## config.mk

```make
export PLATFORM = sky130hd
export DESIGN_NAME = pwm_dac_multi
export DESIGN_NICKNAME = d
export VERILOG_FILES = /design/src/rtl/pwm_dac_multi.sv
export SDC_FILE = /design/constraint.sdc
export NUM_CORES = 1
export LEC_CHECK = 0
export BUFFER_PORTS_ARGS = -buffer_cell sky130_fd_sc_hd__buf_2
export CELL_PAD_IN_SITES_DETAIL_PLACEMENT = 0
export CELL_PAD_IN_SITES_GLOBAL_PLACEMENT = 2
export CORE_MARGIN = 2
export CORE_UTILIZATION = 38
export CTS_BUF_LIST = sky130_fd_sc_hd__clkbuf_8
export DETAILED_ROUTE_END_ITERATION = 8
export PLACE_DENSITY = 0.83
export SYNTH_ARGS = -nofsm -noshare
export SYNTH_HDL_FRONTEND = slang
export SYNTH_SLANG_ARGS = --single-unit
```

## constraint.sdc

```tcl
create_clock -name clk -period 3.4 [get_ports clk]
set_clock_uncertainty 0.15 [all_clocks]
set_input_delay 0.34 -clock clk [delete_from_list [all_inputs] [get_ports clk]]
set_output_delay 0.34 -clock clk [all_outputs]
set_load 0.02 [all_outputs]
```

## src/rtl/pwm_dac_multi.sv

```systemverilog
`timescale 1ns/1ps
`default_nettype none
// ----------------------------------------------------------------------------
// pwm_dac_multi : multi-channel PWM DAC, boundary-latched duty, noise shaping
// Rev 1.0
// ----------------------------------------------------------------------------
module pwm_dac_multi #(
  parameter int SIGNALWIDTH = 16,
  parameter int PWMWIDTH    = 6,
  parameter int CHANNELS    = 2,
  parameter int NOISESHAPE  = 1,
  parameter int STAGGER     = 1
) (
  input  logic                            clk,
  input  logic                            reset,
  input  logic                            enable,
  input  logic [CHANNELS*SIGNALWIDTH-1:0] d,
  output logic [CHANNELS-1:0]             ack,
  output logic [CHANNELS-1:0]             q
);

  localparam int FW      = SIGNALWIDTH - PWMWIDTH;
  localparam int PERIOD  = 2 ** PWMWIDTH;
  localparam int OFFSTEP = PERIOD / CHANNELS;

  logic [PWMWIDTH-1:0] cnt_q;

  always_ff @(posedge clk or posedge reset) begin
    if (reset) begin
      cnt_q <= '0;
    end else if (!enable) begin
      cnt_q <= '0;
    end else begin
      cnt_q <= cnt_q + PWMWIDTH'(1);
    end
  end

  for (genvar ch = 0; ch < CHANNELS; ch++) begin : g_chan
    localparam int                  OFF_INT = (STAGGER != 0) ? ch * OFFSTEP : 0;
    localparam logic [PWMWIDTH-1:0] OFF     = PWMWIDTH'(OFF_INT);

    logic [PWMWIDTH-1:0] ph;
    logic [PWMWIDTH-1:0] coarse;
    logic [FW-1:0]       fine;
    logic [FW:0]         sum;
    logic                carry;
    logic                latch;
    logic [FW-1:0]       acc_q, acc_d;
    logic [PWMWIDTH:0]   duty_q, duty_d;
    logic                q_q, ack_q;

    assign ph     = cnt_q + OFF;
    assign coarse = d[ch*SIGNALWIDTH + FW +: PWMWIDTH];
    assign fine   = d[ch*SIGNALWIDTH +: FW];
    assign latch  = enable && (ph == {PWMWIDTH{1'b1}});
    assign sum    = {1'b0, acc_q} + {1'b0, fine};

    if (NOISESHAPE != 0) begin : g_ns
      assign carry = sum[FW];
      assign acc_d = sum[FW-1:0];
    end else begin : g_trunc
      assign carry = 1'b0;
      assign acc_d = '0;
    end

    // coarse is at most 2^P-1, so adding the carry reaches full scale without wrapping
    assign duty_d = {1'b0, coarse} + {{PWMWIDTH{1'b0}}, carry};

    always_ff @(posedge clk or posedge reset) begin
      if (reset) begin
        acc_q  <= '0;
        duty_q <= '0;
        q_q    <= 1'b0;
        ack_q  <= 1'b0;
      end else if (!enable) begin
        acc_q  <= '0;
        duty_q <= '0;
        q_q    <= 1'b0;
        ack_q  <= 1'b0;
      end else begin
        ack_q <= latch;
        q_q   <= ({1'b0, ph} < duty_q);
        if (latch) begin
          duty_q <= duty_d;
          acc_q  <= acc_d;
        end
      end
    end

    assign q[ch]   = q_q;
    assign ack[ch] = ack_q;
  end

endmodule
`default_nettype wire
```

# --- After elaboration in Yosys (flattened, before gate mapping) ---
# Cells that the tools add are included.
word_totals:
  reg_bits: 44
  latch_bits: 0
  mem_bits_rw: 0
  romBits: 0
  output_inout_bits: 4
  elab_cells: 36
  memories: 0
classes:
  add_sub_neg: 6
  mul: 0
  div: 0
  magnitude_cmp: 2
  n_eq_ne: 4
  shift: 0
  muxes: 13
  bitwise_logic: 0
  n_reduce_logical: 2
op_table:
  columns: ["operator", "count"]
  rows:
  - ["$mux W10", 4]
  - ["$mux W7", 4]
  - ["$add A10 B10 Y11", 2]
  - ["$add A6 B1 Y7", 2]
  - ["$lt A6 B7 Y1", 2]
  - ["$eq A6 B6 Y1 const B", 2]
  - ["$add A6 B1 Y6 const B", 1]
  - ["$add A6 B6 Y6 const B", 1]
  - ["$mux W6", 1]
  - ["$mux W1", 4]
  - ["$ne A2 B1 Y1 const B", 2]
  - ["$logic_and A1 B1 Y1", 2]

# --- Longest topological paths before layout ---
# Gate-level depths: netlist of run 1.
depth:
  depth_word: 5
  ltp_mapped: 13
  mapped_depth_nobuf: 13

# --- Worst setup path before layout of run 1 ---
# OpenSTA, ideal clock, no wires.
synth_path:
  kind: "input port to flip-flop"
  startpoint: "input d[16]"
  endpoint: "register g_chan[1].duty_q[4]"
  setup_time_ns: 0.121
  arrival_time_ns: 2.386
  setup_slack_ns: 0.743
  path_stages: 13
  path_cell_list: "ha_1 -> inv_1 -> fa_1 -> nand2b_1 -> a21oi_1 -> a211o_1 -> a31oi_4 -> o21ai_0 -> ha_1 -> ha_1 -> nand3_1 -> xnor2_1 -> a22o_1"
synth_via:
  elab_chain_len: 4
synth_rtl:
  columns: ["element", "line", "rtl"]
  rows:
  - ["start, declared", "17", "input logic [CHANNELS*SIGNALWIDTH-1:0] d,"]
  - ["$add A10 B10 Y11", "56", "assign sum = {1'b0, acc_q} + {1'b0, fine};"]
  - ["$add A6 B1 Y7", "67", "assign duty_d = {1'b0, coarse} + {{PWMWIDTH{1'b0}}, carry};"]
  - ["$mux W7", "83", "if (latch) begin"]
  - ["$mux W7", "75", "end else if (!enable) begin"]
  - ["end signal, assigned", "84", "duty_q <= duty_d;"]
  - ["end, declared", "49", "logic [PWMWIDTH:0] duty_q, duty_d;"]
# No other way between the ends. The select of a mux whose other input is x is not followed.
# A chain may end at the register's enable or synchronous reset.

# --- Worst setup path after layout of run 1 ---
layout_path:
  startpoint: "register g_chan[1].acc_q[0]"
  endpoint: "register g_chan[1].duty_q[4]"
layout_via:
  elab_chain_len: 4
layout_rtl:
  columns: ["element", "line", "rtl"]
  rows:
  - ["start, declared", "48", "logic [FW-1:0] acc_q, acc_d;"]
  - ["start signal, assigned", "71", "acc_q <= '0;"]
  - ["start signal, assigned", "76", "acc_q <= '0;"]
  - ["start signal, assigned", "85", "acc_q <= acc_d;"]
  - ["$add A10 B10 Y11", "56", null]
  - ["$add A6 B1 Y7", "67", null]
  - ["$mux W7", "83", null]
  - ["$mux W7", "75", null]
# No other way between the ends. The select of a mux whose other input is x is not followed.

==> results.md, run 1 <==
- Vias: 2052
- Met3 track demand over resource: 0.0251
- Synth cell types: 39
- Critical Path Max Stage Delay: 0.38 ns
- DRC viols: 0
- CTS tree: built
- Via density: 4.98
- Hold slack: 0.0997 ns
- PD cells: 323 nW/um2
- Main combinational cell family by area after synthesis: compound AO/OA/AOI/OAI gates
- Post-route clock period utilization: 0.834
- Max-slew headroom: 0.383
- Filler instances: 744
- Final ANT Viol Nets: 0
- Top-area cell type share of the netlist area: 0.391
- Kind of critical path: register to register
- Hold Buf Count CTS: 0
- GRT overflow: 0
- Worst hold path type: input port to asynchronous set/reset pin
- Syn_nets: 348
- Initial antenna violation count: 0
- Leading area contributor after synthesis: dfrtp_1
- CP arrival: 2.87 ns
- Detailed Routing Iterations Pass 1: 4
- Xor-xnor portion of the synthesized cell area: 0.0839
- GPL Wtd Cong: 0.761
- GRT Overall Usage: 0.140
- Post-synthesis cell count: 276
- Global routing usage on met1: 0.202
- Most common cell on crit path: ha_1
- Slew Limit Fails: 0
- Setup ws final: 0.564 ns
- Finished Cell Area: 3190 um2
- Number of global-route vias before repair: 2037
- Root Driver: clkbuf_8
- CTS buffer count: 5
- Max Cap Viol: 0
- Final Setup Violations: 0
- Complex-gate fraction of the synthesized area: 0.202
- Nets: 384
- Num rows: 31
- Setup_tns: 0 ns
- Peak Freq: 353 MHz
- Mux cell area share after synthesis: 0
- Post-synth top flop: dfrtp_1
- RSZ-0062 raised after global routing: false
- IO Count: 39
- Core Box Area: 7210 um2
- WP data required: 3.44 ns
- Post-CTS Setup Bufs: 0
- Largest cells by area after synthesis: dfrtp_1 39%, ha_1 16%, a22o_1 5.6%, xnor2_1 4.3%, xor2_1 4.0%
- Worst slew pin tran: 0.924 ns
- Die width: 90.1 um
- Cell with the most instances after synthesis: dfrtp_1
- Max VDD drop: 0.000201 V
- CP endpoint kind: register
- Die height: 90.1 um
- Crit-path slowest cell: fa_1
- CP top delay family: adder cells
- Status: finished, final reports clean
- Largest net degree at the start of global routing: 45
- Worst skew pair latency: 0.29 ns
- Critical path, cell by cell: ha_1 > inv_1 > fa_1 > nand2b_1 > a21oi_1 > a211o_1 > a31oi_4 > o21ai_0 > ha_1 > ha_1 > nand3_1 > xnor2_1 > a22o_1
- DIE AREA: 8120 um2
- Antenna cells: 0
- Total Power: 1.03 mW
- IO Port Bufs: 38
- Share of layout cells above drive strength 1: 0.179
- Hpwl dp: 3950 um
- Clock Pin Slew Worst Setup and Hold Paths: 0.08 ns
- Post-synthesis adder-cell area fraction: 0.170
- Routed wire length per instance: 12.9 um
- Placement Cell Area: 3080 um2
- Initial core utilization: 0.391
- GR Util met2: 0.214
- TritonCTS Sinks: 44
- Leakage: 1.57 nW
- Async set-reset flop share out of synthesis: 1.00
- Tmin final: 2.84 ns
- Buffers and inverters on the worst path: 1
- Seq/Total Area, Yosys: 0.391
- Worst-path maximum fanout: 3
- Post-synth EDFFs: 0
- Post-synthesis register bit count: 44
- Grt peak-use layer: met2
- H-tree lvl count: 2
- Post_cts resized: 0
- Routed wire length: 5330 um
- Initial DRC count: 53
- Clock tree buffer depth: 2
- Global-route wire length before repair: 9400 um
- Post-Synth Simple-Gate Area: 0.107
- Avg Synthesized Cell Area: 10.2 um2
- Syn Std Cell Area: 2820 um2
- P&R area growth vs syn: 13.1%
- Most instantiated cells after synthesis: 44 x dfrtp_1, 35 x ha_1, 26 x nand2_1
- Ys Warns: 0
- DP Worst Slack: 0.461 ns
- Fin. Hold Viols: 0
- Worst setup SP type: register
==> per-stage QoR <==
stage,cells,util
floorplan,276,-
global placement,404,0.427
detailed placement,404,0.427
CTS,412,0.442
global route,412,0.442
finish,412,0.442
==> where the power goes <==
group,internal [mW],total (mW),leakage [nW],switching [mW]
Combinational,0.0449,0.104,0.899,0.0595
Sequential,0.527,0.531,0.612,0.00423
Clock,0.215,0.394,0.0593,0.178
==> path summary, 6_finish.rpt <==
kind / from / end / slack [ns] / cells after the start
min in group clk: d[15] / g_chan[0].duty_q[6] / 0.18 / 3
min: reset / g_chan[1].acc_q[0] / 0.1 / 2
max: g_chan[1].acc_q[0] / g_chan[1].duty_q[4] / 0.56 / 13
max in group asynchronous: reset / g_chan[1].duty_q[0] / 2.43 / 2
min reg2reg: g_chan[0].duty_q[5] / g_chan[0].duty_q[5] / 0.34 / 2
max reg2reg: g_chan[1].acc_q[0] / g_chan[1].duty_q[4] / 0.56 / 13
==> final cells by class <==
type	instances	area [um2]	area share
Multi-Input combinational cell	202	1590	0.498
Tap cell	99	124	0.0389
Sequential cell	44	1100	0.345
Clock inverter	3	38.8	0.0122
Clock buffer	5	68.8	0.0216
Timing Repair Buffer	38	190	0.0597
Inverter	21	78.8	0.0247
==> state kept, by name, summed over array words and instances, names as in the netlist <==
signal         count
cnt_q              6
g_chan.ack_q       2
g_chan.duty_q     14
g_chan.acc_q      20
g_chan.q_q         2
==> per-layer routing <==
metal,up-vias,wire (um)
met4,0,45
met3,4,156
met5,-,0
met1,975,2790
li1,1044,-
met2,29,2340
==> placed cells by master (no fill, tap or decap), types with 2 or more instances in the layout <==
master / count
and2_1: 5
ha_1: 35
nand3_1: 7
nor2_4: 2
inv_1: 21
a31oi_1: 3
and4_1: 2
nor2b_1: 2
xor2_1: 13
xnor2_1: 14
nor2_1: 5
a211o_1: 3
nand2_1: 26
o21ai_1: 2
o31ai_1: 2
clkbuf_8: 5
a21o_1: 7
o21ai_0: 15
o21a_1: 2
dfrtp_1: 44
a21boi_2: 3
nand2b_1: 6
o2111ai_1: 2
a22o_1: 18
buf_2: 38
fa_1: 2
a21oi_1: 15
==> cells by family (layout without fill, tap and decap cells) <==
logic type	after synthesis	in the layout
buf+inv	30	67
fa+ha+maj	37	37
compound gates	79	79
xor+xnor	27	27
flops	44	44
simple gates	59	59
Power figures use the tool's default switching activity.
==> run 2: changes to the inputs <==
--- a/config.mk
+++ b/config.mk
@@ -5,14 +5,15 @@
 export SDC_FILE = /design/constraint.sdc
 export NUM_CORES = 1
 export LEC_CHECK = 0
+export ABC_AREA = 1
 export BUFFER_PORTS_ARGS = -buffer_cell sky130_fd_sc_hd__buf_2
 export CELL_PAD_IN_SITES_DETAIL_PLACEMENT = 0
 export CELL_PAD_IN_SITES_GLOBAL_PLACEMENT = 2
 export CORE_MARGIN = 2
-export CORE_UTILIZATION = 38
+export CORE_UTILIZATION = 35
 export CTS_BUF_LIST = sky130_fd_sc_hd__clkbuf_8
 export DETAILED_ROUTE_END_ITERATION = 8
-export PLACE_DENSITY = 0.83
+export PLACE_DENSITY = 0.82
 export SYNTH_ARGS = -nofsm -noshare
 export SYNTH_HDL_FRONTEND = slang
 export SYNTH_SLANG_ARGS = --single-unit
==> constraint.sdc (replaced) <==
create_clock -name clk -period 2.9 [get_ports clk]
set_clock_uncertainty 0.15 [all_clocks]
set_input_delay 0.29 -clock clk [delete_from_list [all_inputs] [get_ports clk]]
set_output_delay 0.29 -clock clk [all_outputs]
set_load 0.02 [all_outputs]
==> results.md, run 2 <==
- Largest Register: g_chan.acc_q
- Num rows: 34 (+9.7%)
- Regs by FF count: g_chan.acc_q x20, g_chan.duty_q x14, cnt_q x6
- Clock tree buffer depth: 2 (unchanged)
- Worst r2r dst: g_chan[1].duty_q[5]
- CP arrival: 2.68 ns (-0.19 ns)
- Worst skew pair latency: 0.30 ns (about the same)
- Worst hold path type: input port to asynchronous set/reset pin
- Final ANT Viol Nets: 0 (unchanged)
- Critical Path Max Stage Delay: 0.40 ns (+0.02 ns)
- Post-synth EDFFs: 0 (unchanged)
- FF-to-FF path depth: 14 (+1)
- Worst-path maximum fanout: 3 (unchanged)
- Die width: 98.5 um (+9.3%)
- IO Port Bufs: 38 (unchanged)
- Syn_nets: 467 (+34%)
- Top-area cell type share of the netlist area: 0.352 (-0.0382)
- Initial antenna violation count: 0 (unchanged)
- RSZ-0062 raised after global routing: true
- Synth cell types: 28 (-28%)
- Largest net degree at the start of global routing: 45 (unchanged)
- Max-slew headroom: 0.346 (-0.0367)
- P&R area growth vs syn: 13.5%
- Vias: 2536 (+24%)
- Syn Std Cell Area: 3120 um2 (+11%)
- Flop2flop setup slack: 0.31 ns (-0.25 ns)
- Fin. Hold Viols: 0 (unchanged)
- Most common cell on crit path: nand2_1
- Cell with the most instances after synthesis: nand2_1
- Hold Buf Count CTS: 0 (unchanged)
- IO Count: 39 (unchanged)
- Routed wire length: 6630 um (+25%)
- DRC viols: 0 (unchanged)
- Xor-xnor portion of the synthesized cell area: 0.0252 (-0.0587)
- Initial core utilization: 0.360 (-0.0307)
- CP endpoint kind: register
- Peak Freq: 387 MHz (+9.6%)
- Post-route clock period utilization: 0.892 (+0.0580)
- GRT overflow: 0 (unchanged)
- Commonest non-fill, non-tap cell in the layout: nand2_1
- Main combinational cell family by area after synthesis: simple AND/OR/NAND/NOR gates
- Avg Synthesized Cell Area: 7.91 um2 (-23%)
- Core Util, Final: 0.408 (-0.0335)
- Detailed Routing Iterations Pass 1: 4 (unchanged)
- Number of global-route vias before repair: 2528 (+24%)
- Nets: 508 (+32%)
- Number of cells after detailed placement: 537 (+33%)
- Crit-path slowest cell: fa_1
- Post-synthesis cell count: 395 (+43%)
- Kind of critical path: register to register
- Via density: 4.66 (-6.4%)
- Clock Pin Slew Worst Setup and Hold Paths: 0.09 ns (about the same)
- GRT Overall Usage: 0.146 (+0.00524)
- H-tree lvl count: 2 (unchanged)
- Post-Synth Simple-Gate Area: 0.287 (+0.180)
- Max reg flops: 20 (unchanged)
- CTS buffer count: 5 (unchanged)
- Most frequent cells in the layout: 111 x nand2_1, 51 x inv_1, 44 x dfrtp_1, 38 x buf_2, 34 x ha_1
- Post-synth top flop: dfrtp_1
- PD cells: 375 nW/um2 (+16%)
- Ys Warns: 0 (unchanged)
- Seq/Total Area, Yosys: 0.352 (-0.0382)
- Slew Limit Fails: 0 (unchanged)
- DIE AREA: 9700 um2 (+19%)
- Max Cap Viol: 0 (unchanged)
- Worst Setup SP: g_chan[1].acc_q[0]
- Leakage: 1.96 nW (+25%)
- Antenna cells: 0 (unchanged)
- Root Driver: clkbuf_8
- Tmin final: 2.59 ns (-0.249 ns)
- CP endpoint: g_chan[1].duty_q[5]
- Final Setup Violations: 0 (unchanged)
- Share of layout cells above drive strength 1: 0.172 (-0.00690)
- Setup_tns: 0 ns (unchanged)
- Async set-reset flop share out of synthesis: 1.00 (unchanged)
- Post-synthesis adder-cell area fraction: 0.153 (-0.0166)
- Die height: 98.5 um (+9.3%)
- Routed wire length per instance: 12.2 um (-5.7%)
- Max VDD drop: 0.000178 V (-11%)
- Status: finished, final reports clean
- Worst setup SP type: register
- CTS tree: built
- Post-synthesis register bit count: 44 (unchanged)
- Initial DRC count: 77 (+45%)
- Core Box Area: 8680 um2 (+20%)
- Hpwl dp: 5020 um (+27%)
- Leading area contributor after synthesis: dfrtp_1
- Global-route wire length before repair: 11500 um (+23%)
- WP data required: 2.99 ns (-0.45 ns)
- Complex-gate fraction of the synthesized area: 0.0961 (-0.106)
- Worst slew pin tran: 0.980 ns (+0.0564 ns)
- GPL Wtd Cong: 0.781 (+2.6%)
- Most instantiated cells after synthesis: 111 x nand2_1, 52 x inv_1, 44 x dfrtp_1
- TritonCTS Sinks: 44 (unchanged)
- Mux cell area share after synthesis: 0 (unchanged)
- Largest cells by area after synthesis: dfrtp_1 35%, ha_1 14%, nand2_1 13%, inv_1 6.2%, nand3_1 4.8%
- Final Non-Filler Cells: 544 (+32%)
- Total Power: 1.33 mW (+29%)
- Critical path, cell by cell: ha_1 > inv_1 > fa_1 > o21ai_1 > nand2_1 > nand2_1 > nand4_1 > nand2_1 > ha_1 > nand3_1 > nor3b_1 > or2_2 > nand3_2 > o21ai_2
- RR Startpoint: g_chan[1].acc_q[0]
run 2: per-stage QoR:
stage          instance area [um2]  hold slack, ns  setup WS (ns)
2_1_floorplan                 3120           0.240          0.344
3_3_place_gp                  3400           0.307          0.187
3_5_place_dp                  3400           0.315          0.133
4_1_cts                       3530          0.0890          0.140
5_1_grt                       3540           0.106       -0.00496
6_report                      3540          0.0384          0.313
run 2: repair_timing:
item,4_1_cts,5_1_grt
buffers inserted,0,0
setup endpoints to repair,0,4
gates resized for setup,0,5
run 2: logic make-up (layout without fill, tap and decap cells):
family / after synthesis / count (layout)
AND/OR/NAND/NOR: 189 / 189
buffers and inverters: 62 / 103
AO/OA/AOI/OAI: 54 / 54
flip-flops: 44 / 44
adder cells (fa/ha/maj): 37 / 37
XOR/XNOR: 9 / 9
run 2: worst max-delay path, delay by kind of cell (launching register included):
kind | cells | cell delay, ns
DFF | 1 | 0.36
buffers and inverters | 1 | 0.07
AOI/OAI and AO/OA | 2 | 0.27
and+or+nand+nor | 8 | 0.90
adders and majority gates | 3 | 0.76
run 2: power breakdown:
group	leakage, nW	switching, mW	internal [mW]	total (mW)
sequential	0.612	0.00511	0.617	0.623
combinational	1.28	0.0824	0.0504	0.133
clock	0.0642	0.234	0.340	0.574
run 2: final cells by class:
cell class                      count  area (um2)
Clock buffer                        5        68.8
Inverter                           56         210
Fill cell                         946        5130
Clock inverter                      2        60.1
Timing Repair Buffer               40         205
Tap cell                          108         135
Multi-Input combinational cell    289        1760
Sequential cell                    44        1100
run 2: worst min-delay path by stage:
stage	end	slack, ns	cells past startpoint
floorplan	cnt_q[1]	0.24	2
global placement	g_chan[0].duty_q[0]	0.31	2
detailed placement	g_chan[0].acc_q[0]	0.32	2
CTS	g_chan[1].duty_q[6]	0.09	3
global route	g_chan[0].duty_q[6]	0.11	3
finish	g_chan[1].acc_q[7]	0.04	2
run 2: metal layers:
layer	vias up	GRT usage	part of all wire
met5	-	0	0
li1	1357	-	-
met3	8	0.0270	0.028
met4	0	0.0379	0.013
met2	29	0.240	0.45
met1	1142	0.198	0.51
